===== src/rtl/gpu_cmd_pkg.sv =====
// Shared definitions for the GPU command decoder: opcodes, payload lengths,
// decoder states and a small helper for x high-byte positions.
package gpu_cmd_pkg;

    localparam logic [7:0] OP_NOP  = 8'h00;
    localparam logic [7:0] OP_FILL = 8'h10;
    localparam logic [7:0] OP_BLIT = 8'h20;

    localparam int FILL_LEN = 7;
    localparam int BLIT_LEN = 9;

    typedef enum logic [2:0] {
        S_IDLE    = 3'd0,
        S_PAYLOAD = 3'd1,
        S_PENDING = 3'd2,
        S_ISSUE   = 3'd3,
        S_ACK     = 3'd4
    } state_t;

    // Payload byte positions holding an x high byte (X1 hi, X2 hi, W hi on BLIT).
    function automatic logic is_x_high(input logic [3:0] idx, input logic blit);
        return (idx == 4'd1) || (idx == 4'd4) || (blit && (idx == 4'd7));
    endfunction

endpackage


===== src/rtl/gpu_cmd_assembler.sv =====
// Payload assembler: byte counter plus shadow register file. The shadow is
// written as bytes arrive; the top copies it to the outputs only at issue.
import gpu_cmd_pkg::*;

module gpu_cmd_assembler #(
    parameter int XW = 9,
    parameter int YW = 8
) (
    input  logic          clk,
    input  logic          rst_n,
    input  logic          load_op,         // opcode of a FILL/BLIT accepted
    input  logic          op_blit,         // opcode kind at load_op
    input  logic          shift_en,        // payload byte accepted
    input  logic [7:0]    data,
    output logic          frame_complete,  // last payload byte, well formed
    output logic          frame_malformed, // x high byte with bits 7:1 set
    output logic          sh_blit,
    output logic [XW-1:0] sh_x1,
    output logic [XW-1:0] sh_x2,
    output logic [XW-1:0] sh_bw,
    output logic [YW-1:0] sh_y1,
    output logic [YW-1:0] sh_y2,
    output logic [YW-1:0] sh_bh,
    output logic          sh_val
);

    logic [3:0] idx;
    logic [3:0] last_idx;

    assign last_idx        = sh_blit ? 4'(BLIT_LEN - 1) : 4'(FILL_LEN - 1);
    assign frame_malformed = shift_en && is_x_high(idx, sh_blit) && (data[7:1] != 7'd0);
    assign frame_complete  = shift_en && (idx == last_idx) && !frame_malformed;

    // Byte counter and frame kind; counter restarts on every opcode.
    always_ff @(posedge clk or negedge rst_n) begin
        if (!rst_n) begin
            idx     <= 4'd0;
            sh_blit <= 1'b0;
        end else if (load_op) begin
            idx     <= 4'd0;
            sh_blit <= op_blit;
        end else if (shift_en) begin
            idx <= idx + 4'd1;
        end
    end

    // Shadow register file: each payload position lands in its field.
    always_ff @(posedge clk or negedge rst_n) begin
        if (!rst_n) begin
            sh_x1  <= '0;
            sh_x2  <= '0;
            sh_bw  <= '0;
            sh_y1  <= '0;
            sh_y2  <= '0;
            sh_bh  <= '0;
            sh_val <= 1'b0;
        end else if (shift_en) begin
            case (idx)
                4'd0: sh_x1 <= XW'(data);
                4'd1: sh_x1 <= XW'({data[0], sh_x1[7:0]});
                4'd2: sh_y1 <= YW'(data);
                4'd3: sh_x2 <= XW'(data);
                4'd4: sh_x2 <= XW'({data[0], sh_x2[7:0]});
                4'd5: sh_y2 <= YW'(data);
                4'd6: begin
                    if (sh_blit) sh_bw  <= XW'(data);
                    else         sh_val <= data[0];
                end
                4'd7: sh_bw <= XW'({data[0], sh_bw[7:0]});
                4'd8: sh_bh <= YW'(data);
                default: ;
            endcase
        end
    end

endmodule


===== src/rtl/gpu_command_decoder.sv =====
// Byte-stream command front end for the GPU operation engine. Assembles
// FILL/BLIT frames into a shadow, issues them with a one-cycle start pulse
// once the engine is idle, and counts accepted/rejected commands.
//
// Handshake: a byte transfers on a rising edge where in_valid && in_ready;
// in_valid may be held with in_ready low and no byte is consumed.
import gpu_cmd_pkg::*;

module gpu_command_decoder #(
    parameter int WIDTH  = 320,
    parameter int HEIGHT = 200
) (
    input  logic                       clk,
    input  logic                       rst_n,
    input  logic [7:0]                 in_data,
    input  logic                       in_valid,
    output logic                       in_ready,
    input  logic                       gpu_busy,
    input  logic                       gpu_error,
    output logic [$clog2(WIDTH)-1:0]   X1,
    output logic [$clog2(WIDTH)-1:0]   X2,
    output logic [$clog2(HEIGHT)-1:0]  Y1,
    output logic [$clog2(HEIGHT)-1:0]  Y2,
    output logic                       start_fill,
    output logic                       start_blit,
    output logic                       fill_value,
    output logic [$clog2(WIDTH)-1:0]   blit_x_width,
    output logic [$clog2(HEIGHT)-1:0]  blit_y_height,
    output logic                       bad_frame,
    output logic [7:0]                 cmd_done,
    output logic [7:0]                 cmd_rejected,
    output state_t                     dbg_state
);

    localparam int XW = $clog2(WIDTH);
    localparam int YW = $clog2(HEIGHT);

    state_t          state, state_next;
    logic            busy_q;
    logic            accept;
    logic            load_op;
    logic            bad_op;
    logic            shift_en;
    logic            issue;
    logic            frame_complete;
    logic            frame_malformed;
    logic            sh_blit;
    logic [XW-1:0]   sh_x1, sh_x2, sh_bw;
    logic [YW-1:0]   sh_y1, sh_y2, sh_bh;
    logic            sh_val;

    // in_ready is forced low while reset is asserted.
    assign in_ready  = rst_n && ((state == S_IDLE) || (state == S_PAYLOAD));
    assign accept    = in_valid && in_ready;
    assign shift_en  = accept && (state == S_PAYLOAD);
    // busy is registered so the engine's busy falling edge is seen one cycle
    // later; an idle engine still gives issue one cycle after the last byte.
    assign issue     = (state == S_PENDING) && !busy_q;
    assign dbg_state = state;

    gpu_cmd_assembler #(.XW(XW), .YW(YW)) u_asm (
        .clk             (clk),
        .rst_n           (rst_n),
        .load_op         (load_op),
        .op_blit         (in_data == OP_BLIT),
        .shift_en        (shift_en),
        .data            (in_data),
        .frame_complete  (frame_complete),
        .frame_malformed (frame_malformed),
        .sh_blit         (sh_blit),
        .sh_x1           (sh_x1),
        .sh_x2           (sh_x2),
        .sh_bw           (sh_bw),
        .sh_y1           (sh_y1),
        .sh_y2           (sh_y2),
        .sh_bh           (sh_bh),
        .sh_val          (sh_val)
    );

    // State register.
    always_ff @(posedge clk or negedge rst_n) begin
        if (!rst_n) state <= S_IDLE;
        else        state <= state_next;
    end

    // Next-state logic and opcode decode.
    always_comb begin
        state_next = state;
        load_op    = 1'b0;
        bad_op     = 1'b0;
        case (state)
            S_IDLE: begin
                if (accept) begin
                    if ((in_data == OP_FILL) || (in_data == OP_BLIT)) begin
                        load_op    = 1'b1;
                        state_next = S_PAYLOAD;
                    end else if (in_data != OP_NOP) begin
                        bad_op = 1'b1;
                    end
                end
            end
            S_PAYLOAD: begin
                if (frame_malformed)     state_next = S_IDLE;
                else if (frame_complete) state_next = S_PENDING;
            end
            S_PENDING: if (issue) state_next = S_ISSUE;
            S_ISSUE:   state_next = S_ACK;
            S_ACK:     state_next = S_IDLE;
            default:   state_next = S_IDLE;
        endcase
    end

    // Engine busy sample.
    always_ff @(posedge clk or negedge rst_n) begin
        if (!rst_n) busy_q <= 1'b0;
        else        busy_q <= gpu_busy;
    end

    // Output registers load on entry to ISSUE; start pulse covers ISSUE only.
    always_ff @(posedge clk or negedge rst_n) begin
        if (!rst_n) begin
            X1            <= '0;
            X2            <= '0;
            Y1            <= '0;
            Y2            <= '0;
            fill_value    <= 1'b0;
            blit_x_width  <= '0;
            blit_y_height <= '0;
            start_fill    <= 1'b0;
            start_blit    <= 1'b0;
        end else begin
            start_fill <= issue && !sh_blit;
            start_blit <= issue && sh_blit;
            if (issue) begin
                X1 <= sh_x1;
                X2 <= sh_x2;
                Y1 <= sh_y1;
                Y2 <= sh_y2;
                if (sh_blit) begin
                    blit_x_width  <= sh_bw;
                    blit_y_height <= sh_bh;
                end else begin
                    fill_value <= sh_val;
                end
            end
        end
    end

    // Bad-frame pulse and engine response counters.
    always_ff @(posedge clk or negedge rst_n) begin
        if (!rst_n) begin
            bad_frame    <= 1'b0;
            cmd_done     <= 8'd0;
            cmd_rejected <= 8'd0;
        end else begin
            bad_frame <= bad_op || frame_malformed;
            if (state == S_ACK) begin
                if (gpu_error) cmd_rejected <= cmd_rejected + 8'd1;
                else           cmd_done     <= cmd_done + 8'd1;
            end
        end
    end

endmodule


===== config.mk =====
export PLATFORM = sky130hd
export DESIGN_NAME = gpu_command_decoder
export DESIGN_NICKNAME = d
export VERILOG_FILES = /design/src/rtl/gpu_cmd_pkg.sv /design/src/rtl/gpu_cmd_assembler.sv /design/src/rtl/gpu_command_decoder.sv
export SDC_FILE = /design/constraint.sdc
export NUM_CORES = 1
export LEC_CHECK = 0
export BUFFER_PORTS_ARGS = -buffer_cell sky130_fd_sc_hd__buf_2
export CORE_MARGIN = 2
export CORE_UTILIZATION = 56
export DETAILED_ROUTE_END_ITERATION = 12
export GPL_TIMING_DRIVEN = 0
export PLACE_DENSITY = 0.89
export SETUP_SLACK_MARGIN = 0.15
export SLEW_MARGIN = 15
export SYNTH_ARGS = -nofsm -noshare
export SYNTH_HDL_FRONTEND = slang
export SYNTH_SLANG_ARGS = --single-unit

===== constraint.sdc =====
create_clock -name clk -period 2.3 [get_ports clk]
set_input_delay 0.23 -clock clk [delete_from_list [all_inputs] [get_ports clk]]
set_output_delay 0.23 -clock clk [all_outputs]
set_load 0.02 [all_outputs]

### Word level (Yosys, flattened, before mapping)

Index checks and enable logic that the tools add are counted.
W data, S select, Z words.

* bits of input ports: 13
* output and inout bits: 75
* register bits after elaboration: 132

* multiplexer cells: 20
* $add $sub $neg: 3
* bitwise operators: 5
* equal/unequal tests: 20
* reduce and logical (&&, ||, !) cells: 42

Operators by type and width (number)
* $pmux W9 S2: 3
* $reduce_and A2 Y1: 9
* $add A8 B1 Y8 const B: 2
* $eq A4 B3 Y1 const B: 4
* $mux W3: 5
* $mux W4: 3
* $pmux W3 S4: 1
* $reduce_and A3 Y1: 4
* $logic_and A1 B1 Y1: 11
* $mux W9: 1
* $eq A4 B2 Y1 const B: 2
* $eq A8 B5 Y1 const B: 1
* $eq A8 B6 Y1 const B: 1
* $reduce_and A4 Y1: 2
* $reduce_bool A2 Y1: 4
* $reduce_bool A8 Y1: 1
* $mux W1: 7
* $reduce_bool A7 Y1: 1
* $eq A3 B2 Y1 const B: 2
* $logic_or A1 B1 Y1: 5
* $not A1 Y1: 5
* $add A4 B1 Y4 const B: 1
* $eq A4 B1 Y1 const B: 1
* $eq A4 B4 Y1: 1
* 9 further kinds: 13

### Logic depth before layout (Yosys ltp)

* depth in word-level cells: 12
* gate-level depth with buffers: 6
* gate-level depth less buffers: 6

### By module

Synthesis repeated with hierarchy kept, for this count alone.

* cell total of the unflattened synthesis: 365
* area, all modules: 5381.4 sq um

By module, submodules not included
* gpu_command_decoder: area an instance 3001.6 sq um, cells an instance 205, seq. area each 1876.8 sq um, times used 1
* gpu_cmd_assembler: area an instance 2379.8 sq um, cells an instance 160, seq. area each 1426.4 sq um, times used 1

### Worst setup path after synthesis

OpenSTA, ideal clock, no wires.

* kind: register -> register
* start point: register state[1] (netlist: dbg_state[1])
* end point: register u_asm.sh_bw[1]
* setup time: 0.125 ns
* required time: 2.175 ns
* slack: 0.365 ns
* stages on the path, launching flop included: 5
* arrival: 1.810 ns
* path buffers: 0
* cell sequence: dfrtp_1 > and4bb_2 > and3_1 > nor4b_4 > mux2_2

* cells in the longest elaborated chain, start to end: 6
* elaborated cells on any way between the ends: 7
* those cells by class: eq/ne (1); reduce/logical (6)

RTL lines
* from (decl): line gpu_command_decoder.sv:38 `state_t state, state_next;`
* from (signal assigned): line gpu_command_decoder.sv:83 `else state <= state_next;`
* $eq A3 B1 Y1 or $logic_not A3 Y1 (tied branches): line gpu_command_decoder.sv:53, gpu_command_decoder.sv:55
* $logic_or A1 B1 Y1: line gpu_command_decoder.sv:53 `assign in_ready = rst_n && ((state == S_IDLE) || (state == S_PAYLOAD));`
* $logic_and A1 B1 Y1: line gpu_command_decoder.sv:53
* $logic_and A1 B1 Y1: line gpu_command_decoder.sv:54 `assign accept = in_valid && in_ready;`
* $logic_and A1 B1 Y1 *: line gpu_command_decoder.sv:55 `assign shift_en = accept && (state == S_PAYLOAD);`
* $reduce_and A4 Y1 (no line) *
* to (signal assigned): line gpu_cmd_assembler.sv:66 `if (sh_blit) sh_bw <= XW'(data);`
* to (signal assigned): line gpu_cmd_assembler.sv:69 `4'd7: sh_bw <= XW'({data[0], sh_bw[7:0]});`
* to (decl): line gpu_cmd_assembler.sv:20 `output logic [XW-1:0] sh_bw,`

Mark *: on every way between the ends. The rest lies on a longest branch, timed or not.
A chain may end at the register's enable or synchronous reset.

### Worst setup path in the final report

* start point: register state[1] (netlist: dbg_state[1])
* end point: register u_asm.sh_y1[1]

* cells in the longest elaborated chain, start to end: 6
* elaborated cells on any way between the ends: 7
* those cells by class: eq/ne (1); reduce/logical (6)

RTL lines
* $eq A3 B1 Y1 or $logic_not A3 Y1 (tied branches): line gpu_command_decoder.sv:53, gpu_command_decoder.sv:55
* $logic_or A1 B1 Y1: line gpu_command_decoder.sv:53
* $logic_and A1 B1 Y1: line gpu_command_decoder.sv:53
* $logic_and A1 B1 Y1: line gpu_command_decoder.sv:54
* $logic_and A1 B1 Y1 *: line gpu_command_decoder.sv:55
* $reduce_and A2 Y1 (no line) *
* to (signal assigned): line gpu_cmd_assembler.sv:61 `4'd2: sh_y1 <= YW'(data);`
* to (decl): line gpu_cmd_assembler.sv:21 `output logic [YW-1:0] sh_y1,`

Marks and branches as above.

==> impl_metrics.csv <==
group,metric,value,unit
outcome,outcome,"complete, no violations",
logic_synthesis,syn_nets,395,
cells_and_area,design_area,6705,sq um
placement,place_area,5929,sq um
critical_path,max_stage_delay,0.45,ns
timing,skew,0.01092,ns
clock_network,h-tree-depth,4,
timing,post-route-period-util,87.05,%
power,power_density,1060,nW/um^2
logic_synthesis,synthMuxAreaShare,20.34,%
detailed_routing,drc,0,
grt,grt_pass1_wl,18430,um
detailed_routing,wl,11830,um
critical_path,worstSetupStartpointType,"flip-flop",
critical_path,worstPathCellList,"and4bb_2 -> and3_1 -> clkbuf_1 -> nand2_1 -> mux2_2",
power,peakVddDrop,648.8,uV
floorplan,ios,88,
floorplan,die_h,101.4,um
timing,period_needed,2.002,ns
floorplan,core,9240,sq um
clock_network,numCtsBuffers,17,
run,cap_violations,0,
logic_synthesis,synth-async-reset-ratio,100.0,%
critical_path,critPathKind,"flip-flop to flip-flop",
critical_path,cp_slowest_cell,"dfrtp_1",
clock_network,clk_path_buf_depth,2,
clock_network,cts_tree,"done",
clock_network,clock-sinks,132,
timing,hold_viol_final,0,
power,p_clk_share,38.7,%
power,internal_power,4.968,mW
critical_path,end_kind,"flip-flop",
critical_path,worstPathRequired,2.71,ns
grt,antenna_found_initial,0,
grt,grt_max_degree,69,
detailed_routing,wl_per_cell,18.60,um
detailed_routing,viasPerCell,5.568,
logic_synthesis,synth_ff_type,"dfrtp_1",
critical_path,cp_max_fo,8,
cells_and_area,area_delta_synth_final,26.30,%
cells_and_area,layout-drive-gt1-share,46.35,%
power,sw_frac_of_total,30.14,%
logic_synthesis,yosysUniqueCellTypes,41,
grt,grt_overflow,0,
logic_synthesis,syn_inst,376,
logic_synthesis,synth_xor_xnor_area_share,2.970,%
detailed_routing,vias,3541,
clock_network,cts_root_buffer,"clkbuf_8",
logic_synthesis,ys_seq_elements,132,
logic_synthesis,syn-cell-area,5309,sq um
floorplan,start_util,57.45,%
timing,timing.setup.tns,0,ns
critical_path,cp.arrival,2.41,ns
worst_hold_path,hp-class,"input port to flip-flop",
detailed_routing,dr.pass1.iters,4,
cells_and_area,diodes,0,
grt,grt_pass1_vias,3517,
logic_synthesis,postSynthAreaPerCell,14.12,sq um
detailed_routing,drt_iter0_markers,266,
timing,rsz0062_at_grt,"false",
logic_synthesis,synthAdderAreaFrac,1.414,%
logic_synthesis,synth_simple_gate_area_share,8.579,%
power,power_frac_comb,17.7,%
timing,slew_viol_final,0,
cells_and_area,nNetsFinal,513,
clock_network,clk_pin_slew,0.07,ns
placement,port_buffers,85,
critical_path,r2r_slack,0.30,ns
logic_synthesis,ys_warn_count,0,
detailed_routing,ant_nets,0,
floorplan,die_area,10270,sq um
timing,worst_slew_pin_slew,0.7377,ns
logic_synthesis,synth_compound_area_share,2.922,%
logic_synthesis,synth_top_family_by_area,"multiplexers",
placement,gp_congestion,0.8465,
timing,setup-violations-final,0,
logic_synthesis,synth_edf_count,0,
timing,fmax,499.5,MHz
grt,globalRouteTotalUtil,24.00,%
power,p_leak,3.542,nW
floorplan,rows,35,
logic_synthesis,ys_seq_area_share,62.22,%
floorplan,fp.dieW,101.4,um
power,p_seq_share,43.7,%
power,p_sw,2.143,mW
placement,dp_hpwl,7367,um
clock_network,clk_latency,0.53,ns
timing,maxSlewHeadroom,50.82,%
==> cell families after synthesis <==
group / count (synthesis)
adder cells (fa/ha/maj): 6
XOR/XNOR: 18
multiplexers: 96
AO/OA/AOI/OAI: 25
buffers and inverters: 20
AND/OR/NAND/NOR: 79
flip-flops: 132
==> final timing paths <==
path,depth (start not counted),end,startpoint
worst max-delay path,5,u_asm.sh_y1[1]$_DFFE_PN0P_,dbg_state[1]$_DFFE_PN0P_
worst min-delay path,3,cmd_done[0]$_DFFE_PN0P_,gpu_error
worst max register to register,5,u_asm.sh_y1[1]$_DFFE_PN0P_,dbg_state[1]$_DFFE_PN0P_
worst min register to register,1,cmd_done[7]$_DFFE_PN0P_,cmd_done[7]$_DFFE_PN0P_
max in group asynchronous,5,u_asm.sh_bw[6]$_DFFE_PN0P_,rst_n
min in group asynchronous,4,cmd_rejected[5]$_DFFE_PN0P_,rst_n
==> metal layers <==
metal / vias to the layer above / global-route usage [%] / wire [um]
met5: - / 0 / 0
met4: 0 / 11.12 / 367
met3: 31 / 6.073 / 650
met2: 122 / 37.34 / 5902
met1: 1820 / 32.08 / 4910
li1: 1568 / - / -
==> registers in the layout, summed over array words and instances, names as in the netlist, 3 cells and up <==
signal,cells
X1,9
X2,9
blit_x_width,9
u_asm.sh_bw,9
u_asm.sh_x1,9
u_asm.sh_x2,9
Y1,8
Y2,8
blit_y_height,8
cmd_done,8
cmd_rejected,8
u_asm.sh_bh,8
u_asm.sh_y1,8
u_asm.sh_y2,8
u_asm.idx,4
dbg_state,3
==> through the flow <==
step / worst slack (ns) / utilization, % / hold WS [ns] / power, mW / std cells
global placement: -2.021 / 63.81 / 0.3534 / 4.213 / 590
finish: 0.2980 / 72.57 / 0.03588 / 7.111 / 636
CTS: 0.1558 / 71.93 / 0.03276 / 7.123 / 629
global route: 0.2245 / 72.57 / 0.06067 / 7.378 / 636
detailed placement: -0.4690 / 64.17 / 0.2514 / 4.329 / 591
floorplan: 0.3651 / - / -0.06559 / 3.901 / 376
==> Yosys cell counts (2+ instances only) <==
cell type | count | share of area (%)
nor3_1 | 3 | 0.28
a21oi_1 | 4 | 0.38
nand3_1 | 8 | 0.75
nor2_1 | 10 | 0.71
clkbuf_1 | 6 | 0.42
dfrtp_1 | 132 | 62
o21ai_0 | 12 | 1.1
nand2_1 | 27 | 1.9
nand4_1 | 3 | 0.35
and4bb_2 | 2 | 0.47
mux2_2 | 95 | 20
xnor2_1 | 14 | 2.3
nand3b_1 | 3 | 0.42
inv_1 | 7 | 0.50
nor4bb_1 | 2 | 0.38
nor4_1 | 2 | 0.24
and2_1 | 2 | 0.24
and3_1 | 6 | 0.71
and4_1 | 2 | 0.33
buf_2 | 6 | 0.57
o2111ai_1 | 2 | 0.33
ha_1 | 6 | 1.4
xor2_1 | 4 | 0.66
==> area by class of cell <==
| cell class | count | area, sq um |
|---|---|---|
| Timing Repair Buffer | 99 | 628.1 |
| Sequential cell | 132 | 3303 |
| Tap cell | 129 | 161.4 |
| Fill cell | 605 | 2535 |
| Inverter | 7 | 26.28 |
| Buffer | 13 | 56.30 |
| Clock buffer | 17 | 414.1 |
| Clock inverter | 15 | 186.4 |
| Multi-Input combinational cell | 224 | 1929 |
==> layout by cell type, fill, tap and decap left out, types with 3 or more instances in the layout <==
master / count
dfrtp_1: 132
mux2_2: 95
buf_2: 90
nand2_1: 27
clkbuf_16: 16
xnor2_1: 14
o21ai_0: 12
nor2_1: 10
nand3_1: 8
inv_1: 7
buf_4: 7
clkbuf_1: 6
and3_1: 6
ha_1: 6
inv_6: 6
a21oi_1: 4
xor2_1: 4
buf_16: 4
nor3_1: 3
nand3b_1: 3
nand4_1: 3
inv_8: 3
dlygate4sd3_1: 3
==> power by group through the flow <==
stage	Sequential, mW	Clock [mW]	Combinational [mW]
after floorplan	3.14	0	0.757
after global placement	3.09	0	1.12
after detailed placement	3.13	0	1.20
after CTS	3.10	2.77	1.25
after global routing	3.16	2.87	1.35
final	3.11	2.75	1.26
==> worst max-delay path, delay by kind of cell, from the launching register on <==
kind	cells	cell delay, ns
simple gates	3	0.88
buf+inv	1	0.21
flops	1	0.45
mux	1	0.36
==> repair_timing <==
| item | 4_1_cts | 5_1_grt |
|---|---|---|
| endpoints found under the hold margin | 65 | 0 |
| gates resized for setup | 1 | 1 |
| hold buffers | 6 | 0 |
| buffers inserted | 0 | 7 |
| pin swaps | 0 | 2 |
| endpoints found under the setup margin | 16 | 33 |
(Power assumes the default switching activity.)
